--- src/rtl/pong_pkg.sv ---
// Shared play-field constants and paddle controller types.
// The ball controller pulls PADDLE_HALF from here as well, so its
// +/-(PADDLE_HALF+1) collision window always tracks the drawn paddle.
package pong_pkg;

  localparam int unsigned HMAX        = 800;
  localparam int unsigned VMAX        = 525;
  localparam int unsigned HEIGHT      = 30;
  localparam int unsigned WIDTH       = 40;
  localparam int unsigned PIXEL_SIZE  = 16;
  localparam int unsigned TOP_POS_MIN = 1;
  localparam int unsigned BOT_POS_MAX = 30;
  localparam int unsigned PAD_INIT    = 15;
  localparam int unsigned PADDLE_HALF = 3;

  typedef enum logic [1:0] {
    IDLE = 2'd0,
    STEP = 2'd1,
    HOLD = 2'd2
  } paddle_state_e;

  typedef enum logic [1:0] {
    DIR_NONE = 2'd0,
    DIR_UP   = 2'd1,
    DIR_DOWN = 2'd2
  } paddle_dir_e;

  // Pressing both buttons cancels out.
  function automatic paddle_dir_e dir_decode(input logic up, input logic down);
    paddle_dir_e d;
    d = DIR_NONE;
    if (up && !down) d = DIR_UP;
    else if (down && !up) d = DIR_DOWN;
    return d;
  endfunction

endpackage

--- src/rtl/pong_paddle_ctrl_if.sv ---
// Player-side paddle bus: buttons, game control and raster position in,
// paddle centre row and pixel-draw strobe out.
//   master : the paddle controller (drives o_Paddle_Pos / o_Draw_Paddle)
//   slave  : the game / VGA side that feeds buttons and raster counts
interface pong_paddle_ctrl_if #(
  parameter int unsigned HMAX   = pong_pkg::HMAX,
  parameter int unsigned VMAX   = pong_pkg::VMAX,
  parameter int unsigned HEIGHT = pong_pkg::HEIGHT
);

  localparam int unsigned H_W = $clog2(HMAX);
  localparam int unsigned V_W = $clog2(VMAX);
  localparam int unsigned P_W = $clog2(HEIGHT);

  logic           i_Up;
  logic           i_Down;
  logic           i_Enable;
  logic           i_Recenter;
  logic [H_W-1:0] i_H_count;
  logic [V_W-1:0] i_V_count;
  logic [P_W-1:0] o_Paddle_Pos;
  logic           o_Draw_Paddle;

  modport master (
    input  i_Up, i_Down, i_Enable, i_Recenter, i_H_count, i_V_count,
    output o_Paddle_Pos, o_Draw_Paddle
  );

  modport slave (
    output i_Up, i_Down, i_Enable, i_Recenter, i_H_count, i_V_count,
    input  o_Paddle_Pos, o_Draw_Paddle
  );

endinterface

--- src/rtl/pong_debounce.sv ---
// Button conditioner: 2-flop synchroniser followed by a stability counter.
// The accepted level flips only after the synchronised input has disagreed
// with it for DEBOUNCE consecutive cycles (edge-to-level latency 2+DEBOUNCE).
//   i_Clk, i_Reset_n : clock, async active-low reset
//   i_Raw            : raw asynchronous button
//   o_Level          : registered debounced level
module pong_debounce #(
  parameter int unsigned DEBOUNCE = 250000
) (
  input  logic i_Clk,
  input  logic i_Reset_n,
  input  logic i_Raw,
  output logic o_Level
);

  localparam int unsigned C_W = (DEBOUNCE > 1) ? $clog2(DEBOUNCE) : 1;
  localparam logic [C_W-1:0] CNT_LAST = C_W'(DEBOUNCE - 1);

  logic           sync_q1;
  logic           sync_q2;
  logic [C_W-1:0] cnt_q;

  // Metastability guard.
  always_ff @(posedge i_Clk or negedge i_Reset_n) begin
    if (!i_Reset_n) begin
      sync_q1 <= 1'b0;
      sync_q2 <= 1'b0;
    end else begin
      sync_q1 <= i_Raw;
      sync_q2 <= sync_q1;
    end
  end

  // Any agreement with the accepted level restarts the stability count.
  always_ff @(posedge i_Clk or negedge i_Reset_n) begin
    if (!i_Reset_n) begin
      cnt_q   <= '0;
      o_Level <= 1'b0;
    end else if (sync_q2 == o_Level) begin
      cnt_q <= '0;
    end else if (cnt_q == CNT_LAST) begin
      cnt_q   <= '0;
      o_Level <= ~o_Level;
    end else begin
      cnt_q <= cnt_q + C_W'(1);
    end
  end

endmodule

--- src/rtl/pong_paddle_ctrl.sv ---
// Paddle controller: debounces the up/down buttons, steps the paddle one
// cell per MOVE_SPEED+1 cycles while a direction is held, clamps it inside
// the field, recentres on request and raises the registered draw strobe.
//   i_Clk, i_Reset_n : clock, async active-low reset
//   bus (master)     : buttons, enable, recentre, raster counts in;
//                      o_Paddle_Pos (centre row), o_Draw_Paddle out
module pong_paddle_ctrl #(
  parameter int unsigned HMAX        = pong_pkg::HMAX,
  parameter int unsigned VMAX        = pong_pkg::VMAX,
  parameter int unsigned HEIGHT      = pong_pkg::HEIGHT,
  parameter int unsigned PIXEL_SIZE  = pong_pkg::PIXEL_SIZE,
  parameter int unsigned PADDLE_COL  = 5,
  parameter int unsigned PADDLE_HALF = pong_pkg::PADDLE_HALF,
  parameter int unsigned TOP_POS_MIN = pong_pkg::TOP_POS_MIN,
  parameter int unsigned BOT_POS_MAX = pong_pkg::BOT_POS_MAX,
  parameter int unsigned PAD_INIT    = pong_pkg::PAD_INIT,
  parameter int unsigned DEBOUNCE    = 250000,
  parameter int unsigned MOVE_SPEED  = 1250000
) (
  input  logic               i_Clk,
  input  logic               i_Reset_n,
  pong_paddle_ctrl_if.master bus
);

  import pong_pkg::*;

  localparam int unsigned H_W     = $clog2(HMAX);
  localparam int unsigned V_W     = $clog2(VMAX);
  localparam int unsigned P_W     = $clog2(HEIGHT);
  localparam int unsigned HX_W    = H_W + 1;
  localparam int unsigned VX_W    = V_W + 1;
  localparam int unsigned R_W     = (MOVE_SPEED > 1) ? $clog2(MOVE_SPEED) : 1;
  localparam int unsigned POS_MIN = TOP_POS_MIN + PADDLE_HALF;
  localparam int unsigned POS_MAX = BOT_POS_MAX - PADDLE_HALF;

  localparam logic [HX_W-1:0] H_LO      = HX_W'((PADDLE_COL - 1) * PIXEL_SIZE);
  localparam logic [HX_W-1:0] H_HI      = HX_W'(PADDLE_COL * PIXEL_SIZE);
  localparam logic [R_W-1:0]  RATE_LAST = R_W'(MOVE_SPEED - 1);

  // Elaboration guard: the paddle column must sit inside the play field.
  if (PADDLE_COL == 0 || PADDLE_COL > WIDTH) begin : g_bad_col
    $error("PADDLE_COL outside play field");
  end

  logic            up_lvl;
  logic            down_lvl;
  paddle_dir_e     dir;
  paddle_state_e   state_q, state_d;
  logic [P_W-1:0]  pos_q, pos_d;
  logic [R_W-1:0]  rate_q, rate_d;
  logic            draw_q, draw_d;
  logic [HX_W-1:0] h_ext;
  logic [VX_W-1:0] v_ext, pos_ext, v_lo, v_hi;

  pong_debounce #(.DEBOUNCE(DEBOUNCE)) u_db_up (
    .i_Clk     (i_Clk),
    .i_Reset_n (i_Reset_n),
    .i_Raw     (bus.i_Up),
    .o_Level   (up_lvl)
  );

  pong_debounce #(.DEBOUNCE(DEBOUNCE)) u_db_down (
    .i_Clk     (i_Clk),
    .i_Reset_n (i_Reset_n),
    .i_Raw     (bus.i_Down),
    .o_Level   (down_lvl)
  );

  assign dir = dir_decode(up_lvl, down_lvl);

  // State, position, rate counter and draw strobe registers.
  always_ff @(posedge i_Clk or negedge i_Reset_n) begin
    if (!i_Reset_n) begin
      state_q <= IDLE;
      pos_q   <= P_W'(PAD_INIT);
      rate_q  <= '0;
      draw_q  <= 1'b0;
    end else begin
      state_q <= state_d;
      pos_q   <= pos_d;
      rate_q  <= rate_d;
      draw_q  <= draw_d;
    end
  end

  // Movement sequencing; recentre wins over any step in the same cycle.
  always_comb begin
    state_d = state_q;
    pos_d   = pos_q;
    rate_d  = rate_q;
    if (bus.i_Recenter) begin
      state_d = IDLE;
      pos_d   = P_W'(PAD_INIT);
      rate_d  = '0;
    end else begin
      case (state_q)
        IDLE: begin
          if (bus.i_Enable && dir != DIR_NONE) state_d = STEP;
        end
        STEP: begin
          if (dir == DIR_UP && pos_q > P_W'(POS_MIN)) begin
            pos_d = pos_q - P_W'(1);
          end else if (dir == DIR_DOWN && pos_q < P_W'(POS_MAX)) begin
            pos_d = pos_q + P_W'(1);
          end
          rate_d  = '0;
          state_d = HOLD;
        end
        HOLD: begin
          if (dir == DIR_NONE || !bus.i_Enable) begin
            state_d = IDLE;
          end else if (rate_q == RATE_LAST) begin
            state_d = STEP;
          end else begin
            rate_d = rate_q + R_W'(1);
          end
        end
        default: state_d = IDLE;
      endcase
    end
  end

  // Draw window, evaluated one bit wider than the raster counts.
  always_comb begin
    h_ext   = HX_W'(bus.i_H_count);
    v_ext   = VX_W'(bus.i_V_count);
    pos_ext = VX_W'(pos_q);
    v_lo    = (pos_ext - VX_W'(PADDLE_HALF + 1)) * VX_W'(PIXEL_SIZE);
    v_hi    = (pos_ext + VX_W'(PADDLE_HALF)) * VX_W'(PIXEL_SIZE);
    draw_d  = (h_ext > H_LO) && (h_ext < H_HI) && (v_ext > v_lo) && (v_ext < v_hi);
  end

  assign bus.o_Paddle_Pos  = pos_q;
  assign bus.o_Draw_Paddle = draw_q;

endmodule

--- src/flat_wrapper.sv ---
// flat-port wrapper written by rule: the top's interface ports become plain ports
module pong_paddle_ctrl_flat import pong_pkg::*;
#(
  parameter int unsigned HMAX        = pong_pkg::HMAX,
  parameter int unsigned VMAX        = pong_pkg::VMAX,
  parameter int unsigned HEIGHT      = pong_pkg::HEIGHT,
  parameter int unsigned PIXEL_SIZE  = pong_pkg::PIXEL_SIZE,
  parameter int unsigned PADDLE_COL  = 5,
  parameter int unsigned PADDLE_HALF = pong_pkg::PADDLE_HALF,
  parameter int unsigned TOP_POS_MIN = pong_pkg::TOP_POS_MIN,
  parameter int unsigned BOT_POS_MAX = pong_pkg::BOT_POS_MAX,
  parameter int unsigned PAD_INIT    = pong_pkg::PAD_INIT,
  parameter int unsigned DEBOUNCE    = 250000,
  parameter int unsigned MOVE_SPEED  = 1250000
)
  (i_Clk, i_Reset_n, bus_i_Up, bus_i_Down, bus_i_Enable, bus_i_Recenter, bus_i_H_count, bus_i_V_count, bus_o_Paddle_Pos, bus_o_Draw_Paddle);
  pong_paddle_ctrl_if #(.HMAX(HMAX), .VMAX(VMAX), .HEIGHT(HEIGHT)) bus_i ();
  input  logic i_Clk;
  input  logic i_Reset_n;
  input wire logic [$bits(bus_i.i_Up)-1:0] bus_i_Up;
  input wire logic [$bits(bus_i.i_Down)-1:0] bus_i_Down;
  input wire logic [$bits(bus_i.i_Enable)-1:0] bus_i_Enable;
  input wire logic [$bits(bus_i.i_Recenter)-1:0] bus_i_Recenter;
  input wire logic [$bits(bus_i.i_H_count)-1:0] bus_i_H_count;
  input wire logic [$bits(bus_i.i_V_count)-1:0] bus_i_V_count;
  output wire logic [$bits(bus_i.o_Paddle_Pos)-1:0] bus_o_Paddle_Pos;
  output wire logic [$bits(bus_i.o_Draw_Paddle)-1:0] bus_o_Draw_Paddle;
  assign bus_i.i_Up = bus_i_Up;
  assign bus_i.i_Down = bus_i_Down;
  assign bus_i.i_Enable = bus_i_Enable;
  assign bus_i.i_Recenter = bus_i_Recenter;
  assign bus_i.i_H_count = bus_i_H_count;
  assign bus_i.i_V_count = bus_i_V_count;
  assign bus_o_Paddle_Pos = bus_i.o_Paddle_Pos;
  assign bus_o_Draw_Paddle = bus_i.o_Draw_Paddle;
  pong_paddle_ctrl #(.HMAX(HMAX), .VMAX(VMAX), .HEIGHT(HEIGHT), .PIXEL_SIZE(PIXEL_SIZE), .PADDLE_COL(PADDLE_COL), .PADDLE_HALF(PADDLE_HALF), .TOP_POS_MIN(TOP_POS_MIN), .BOT_POS_MAX(BOT_POS_MAX), .PAD_INIT(PAD_INIT), .DEBOUNCE(DEBOUNCE), .MOVE_SPEED(MOVE_SPEED)) u_core (.i_Clk(i_Clk), .i_Reset_n(i_Reset_n), .bus(bus_i));
endmodule
--- config.mk ---
export PLATFORM = sky130hd
export DESIGN_NAME = pong_paddle_ctrl_flat
export DESIGN_NICKNAME = d
export VERILOG_FILES = /design/src/rtl/pong_pkg.sv /design/src/rtl/pong_paddle_ctrl_if.sv /design/src/rtl/pong_debounce.sv /design/src/rtl/pong_paddle_ctrl.sv /design/src/flat_wrapper.sv
export SDC_FILE = /design/constraint.sdc
export NUM_CORES = 1
export LEC_CHECK = 0
export BUFFER_PORTS_ARGS = -buffer_cell sky130_fd_sc_hd__buf_2
export CORE_ASPECT_RATIO = 1.75
export CORE_MARGIN = 1.5
export CORE_UTILIZATION = 40
export DETAILED_ROUTE_END_ITERATION = 7
export PLACE_DENSITY = 0.57
export SYNTH_ARGS = -nofsm -noshare
export SYNTH_HDL_FRONTEND = slang
export SYNTH_SLANG_ARGS = --single-unit
export TNS_END_PERCENT = 10
--- constraint.sdc ---
create_clock -name i_Clk -period 3.24 [get_ports i_Clk]
set_input_delay 0.162 -clock i_Clk [delete_from_list [all_inputs] [get_ports i_Clk]]
set_output_delay 0.162 -clock i_Clk [all_outputs]
set_load 0.01 [all_outputs]
## Yosys cells after proc, flatten, opt, wreduce, memory -nomap -nowiden

Cells that the tools add are included.

- Register bits: 71
- Output and inout bits: 6

- $add $sub $neg: 7
- Order comparisons: 6
- Equal/unequal tests: 13
- Multiplexer cells: 19
- Bitwise logic cells: 4
- Reduce and logical (&&, ||, !) cells: 23

Operators with widths:

| cell | number |
|---|---|
| 18-bit two-way mux | 4 |
| 21-bit two-way mux | 3 |
| 21-bit case mux with 2 select lines | 1 |
| 18-bit by 1-bit adder with 18-bit output, second input constant | 2 |
| 18-bit == test, second input constant | 2 |
| 21-bit by 1-bit adder with 21-bit output, second input constant | 1 |
| 21-bit == test, second input constant | 1 |
| 5-bit two-way mux | 4 |
| 2-bit two-way mux | 6 |
| 10-bit by 11-bit > comparator with 1-bit output | 1 |
| 10-bit by 11-bit < comparator with 1-bit output | 1 |
| 10-bit by 7-bit > comparator with 1-bit output, second input constant | 1 |
| 10-bit by 7-bit < comparator with 1-bit output, second input constant | 1 |
| 1-bit logical AND | 8 |
| 2-bit AND reduction | 4 |
| 5-bit by 2-bit adder with 6-bit output, second input constant | 1 |
| 3-bit inequality test, second input constant | 2 |
| 2-bit case mux with 3 select lines | 1 |
| 3-bit nonzero test | 2 |
| 5-bit by 3-bit subtractor with 6-bit output, second input constant | 1 |
| 5-bit by 1-bit adder with 5-bit output, second input constant | 1 |
| 5-bit by 3-bit > comparator with 1-bit output, second input constant | 1 |
| 5-bit < comparator, second input constant | 1 |
| 5-bit by 1-bit subtractor with 5-bit output, second input constant | 1 |
| other kinds (11) | 21 |

## Longest topological paths before layout

- Word-level depth: 10
- Gate-level depth with buffers: 11
- Gate-level depth less buffers: 11

## Cells and area by module

From an unflattened synthesis, not the netlist that was laid out.

- Cells, all modules: 435
- Area, all modules: 4282.9 µm²

Modules (own cells, without submodules):

| module | times used | cells an instance | area an instance (µm²) | sequential area each (µm²) |
|---|---|---|---|---|
| pong_paddle_ctrl | 1 | 237 | 2223.4 | 730.7 |
| pong_debounce | 2 | 99 | 1029.7 | 525.5 |

## Least setup slack after synthesis

Ideal clock, no wire load.

- Path type: reg-to-reg
- Start point: reg u_core.pos_q[2], in the netlist u_core.bus.o_Paddle_Pos[2]
- End point: reg u_core.pos_q[4], in the netlist u_core.bus.o_Paddle_Pos[4]
- Data arrival time: 2.366 ns
- Data required time: 3.119 ns
- Path slack: 0.753 ns
- Stages on the path, launching flop included: 11
- Period minus slack after synthesis: 2.487 ns
- Cell sequence: dfstp_2 -> inv_1 -> ha_1 -> ha_1 -> a311o_1 -> inv_1 -> ha_1 -> a21o_1 -> a21oi_1 -> xnor2_1 -> a22o_1

- Word-level cells in the longest chain between the ends: 5
- Elaborated cells between the ends (all ways): 12
- Those cells by class: add/sub (2); order compare (2); mux (4); reduce/logical (4)

RTL lines:

| item | line | source |
|---|---|---|
| from (decl) | pong_paddle_ctrl.sv:49 | `logic [P_W-1:0] pos_q, pos_d;` |
| from (signal assigned) | pong_paddle_ctrl.sv:75 | `pos_q <= P_W'(PAD_INIT);` |
| from (signal assigned) | pong_paddle_ctrl.sv:80 | `pos_q <= pos_d;` |
| 5-bit by 1-bit adder with 5-bit output or 5-bit by 3-bit > comparator with 1-bit output (tied branches) | pong_paddle_ctrl.sv:104, pong_paddle_ctrl.sv:101 |  |
| 5-bit two-way mux or 1-bit logical AND (tied branches) | pong_paddle_ctrl.sv:103, pong_paddle_ctrl.sv:101 |  |
| 5-bit two-way mux | pong_paddle_ctrl.sv:101 | `if (dir == DIR_UP && pos_q > P_W'(POS_MIN)) begin` |
| 5-bit two-way mux | pong_paddle_ctrl.sv:96 | `case (state_q)` |
| 5-bit two-way mux | pong_paddle_ctrl.sv:91 | `if (bus.i_Recenter) begin` |

Several ways; a longest one is shown, not always the timed one. The select of a mux whose other input is x is not followed.
A chain may end at the register's enable or synchronous reset.

## Worst setup path after layout

Ends and elaborated chain as after synthesis.

==> impl_results.md <==
- Status: finished clean
- Clock buffer depth: 2
- Most common cell after layout, fill and taps aside: dfrtp_1
- Wirelength per Cell: about 15 um
- Vias in the first global route: between 3000 and 4000
- Crit path max fanout: 9
- CTS tree: built
- Synthesis Warnings: 0
- Worst hold path type: input pin to flip-flop
- Largest net degree at the start of global routing: between 50 and 60
- Synth Area in XOR/XNOR: slightly below 9%
- Final nets: 517
- Grt ovf: 0
- Crit path time final: 2.656 ns
- Initial Util: 41.41%
- Buffers on Ports: 31
- Clock sink count: around 70
- Inst Count DP: between 500 and 600
- DR DRC count: 0
- P&R area growth vs syn: 14.88%
- CTS buffer count: 9
- Crit Path Category: flip-flop to flip-flop
- CP peak stage delay: 0.62 ns
- Avg Cell Area, Syn: about 9.7 um^2
- Aggregate global-route resource usage: 18.25%
- GP Congestion: 0.8123
- Post-synth EDFFs: 0
- Starting DRT DRC Count: around 160
- Core Region: between 9000 and 10000 um^2
- Global-route wire length before repair: 15350 um
- Clk root buf: clkbuf_16
- Critical path arrival: roughly 2.9 ns
- IO Pins: 32
- Clk_skew: between 0.005 and 0.006 ns
- Worst Path Required: 3.47 ns
- Register bit total from synthesis: just over 70
- Leakage: 0.002029 uW
- Post-synthesis mux area share: 0.5183%
- Maximum VDD drop: 313.1 uV
- Synth area leaders: dfrtp_1, ha_1, nor2_1
- Fin crit share: approximately four fifths
- Final Power: between 2000 and 2500 uW
- Worst skew pair latency: 0.34 ns
- Cell repeated most along the worst path: ha_1
- Routed vias/inst: 5.403
- Final wirelength: roughly 8900 um
- Max Slew Vio Count: 0
- Post-Synthesis Cells: between 400 and 500
- Adder-Cell Fraction of Synth Area: a little under 9%
- Share of cells above drive strength 1: ~14%
- Max cap viols: 0
- Fillers: 976
- Net Count, Synth: around 480
- Sum Neg Setup Slack: 0 ns
- Critical path capture point type: flip-flop
- Library cells used by synthesis: 63
- Die width: about 80 um
- Simple-gate share of the synthesized area: around 24%
- Area leader, netlist: dfrtp_1
- Power density cells: 442.7 nW/um^2
- Hold Vio Cnt, Final: 0
- Ys flop type: dfrtp_1
- Most frequent cells in the layout: dfrtp_1, nor2_1, nand2_1, buf_2, ha_1
- Max-slew headroom: between 50% and 60%
- Initial antenna violation count: 0
- Pre-Repair DR Iteration Count: 4
- Sequential element share of the synthesized area: 43.41%
- FFs w/ async S/R, synth: 100.0%
- Dpl cell area: between 4000 and 5000 um^2
- Clk pin slew, worst setup/hold paths: 0.06 ns
- Main combinational cell family by area after synthesis: simple AND/OR/NAND/NOR gates
- DIE AREA: around 11000 um^2
- DP HPWL: between 6000 and 7000 um
- Die height: 137.0 um
- Worst setup SP type: flip-flop
- Layout Cells excl Fill: 593
- H-tree depth: 3
- Slew @ Worst Pin: between 0.7 and 0.8 ns
- Delay-heaviest family, CP: compound AO/OA/AOI/OAI gates
- Slowest CP cell: dfstp_2
- Cell Chain, Critical Path: inv_1 -> ha_1 -> ha_1 -> a311o_1 -> inv_1 -> ha_1 -> a21o_1 -> a21oi_1 -> xnor2_1 -> a22o_1
- Compound-cell area share of the yosys netlist: between 10% and 20%
- Vias post-DR: roughly 3200
- ANT cells: 0
- Remaining antenna violation count: 0
- Num rows: between 40 and 50
- Fmax: between 0.3 and 0.4 GHz
- Worst Path Buf+Inv: 2
- Synth Cell Area: approximately 4000 um^2
- Final Cell Area: about 4700 um^2
- RSZ-0062 raised after global routing: false
- Endpoints failing setup: 0
- Yosys top cell area share: ~41%
-- worst register-to-register path: stages (launching register included) --
cell and delay, ns:
dfstp_2 0.62, inv_1 0.11, ha_1 0.21, ha_1 0.19
a311o_1 0.32, inv_1 0.15, ha_1 0.28, a21o_1 0.19
a21oi_1 0.19, xnor2_1 0.09, a22o_1 0.19
-- routing by layer --
metal	GRT usage, %	up-vias	part of all wire, %
met4	8.967	0	2.4
met3	2.800	15	2.2
li1	-	1602	-
met1	19.42	1557	40
met2	34.09	30	55
met5	0	-	0
-- cells by family after synthesis --
logic type | count (synthesis)
fa+ha+maj | 28
buf+inv | 27
mux | 2
simple gates | 185
compound gates | 71
xor+xnor | 41
flops | 71
-- flip-flops by register name, indices dropped and copies added, names as in the netlist --
register                  cells
u_core.rate_q                21
u_core.bus.o_Draw_Paddle      1
u_core.u_db_down.sync_q1      1
u_core.u_db_down.o_Level      1
u_core.u_db_up.o_Level        1
u_core.u_db_up.cnt_q         18
u_core.u_db_up.sync_q2        1
u_core.u_db_up.sync_q1        1
u_core.u_db_down.cnt_q       18
u_core.state_q                2
u_core.u_db_down.sync_q2      1
u_core.bus.o_Paddle_Pos       5
-- final timing paths --
check                                                            start                                      to  slack, ns  cells past startpoint
worst max-delay path            u_core.bus.o_Paddle_Pos[2]$_DFFE_PN1P_  u_core.bus.o_Paddle_Pos[4]$_DFFE_PN0P_       0.58                     10
worst min-delay path                                    bus_i_Recenter           u_core.state_q[1]$_DFFE_PN0P_       0.08                      2
worst max register to register  u_core.bus.o_Paddle_Pos[2]$_DFFE_PN1P_  u_core.bus.o_Paddle_Pos[4]$_DFFE_PN0P_       0.58                     10
worst min register to register        u_core.u_db_up.sync_q1$_DFF_PN0_        u_core.u_db_up.sync_q2$_DFF_PN0_       0.35                      0
max in group asynchronous                                    i_Reset_n    u_core.u_db_down.cnt_q[10]$_DFF_PN0_       1.91                      3
min in group asynchronous                                    i_Reset_n      u_core.bus.o_Draw_Paddle$_DFF_PN0_       0.28                      2
-- per-stage QoR --
step / utilization [%] / hold slack [ns] / setup WS, ns
finish: 47.58 / 0.08373 / 0.5838
global route: 47.58 / 0.08337 / 0.4341
CTS: 47.58 / 0.07595 / 0.5643
detailed placement: 44.04 / 0.1119 / 0.5865
global placement: 44.04 / 0.1089 / 0.6267
floorplan: - / -0.1336 / 0.7527
-- Yosys cell counts, drive strengths merged, types with 3 or more instances --
master,count
nand2b,3
o31ai,3
a22o,3
and3,3
or3,6
dfstp,4
inv,19
or4,4
xor2,21
and4,4
buf,7
nor4b,3
xnor2,20
nand2,38
nor3,12
nand4,10
nor2,49
nor4,8
ha,27
and4b,3
a41oi,3
nand3,26
nor2b,3
a31oi,8
dfrtp,67
a21oi,16
o21ai,21
-- cell type report --
cell class	count	area (um^2)	area share, %
Tap cell	125	156.4	3.317
Multi-Input combinational cell	327	2192	46.50
Clock buffer	9	225.2	4.777
Clock inverter	7	95.09	2.017
Inverter	19	71.32	1.513
Sequential cell	71	1782	37.79
Timing Repair Buffer	35	192.7	4.087
-- report_power, final --
part	internal, uW	switching (uW)
sequential	899	7.54
combinational	45.1	70.8
clock	675	390
-- what timing repair did --
item | 4_1_cts | 5_1_grt
gates resized for setup | 0 | 0
buffers inserted | 0 | 0
endpoints found under the hold margin | 15 | 0
hold buffers | 3 | 0
Note: power is estimated with default switching activity, not from simulation.
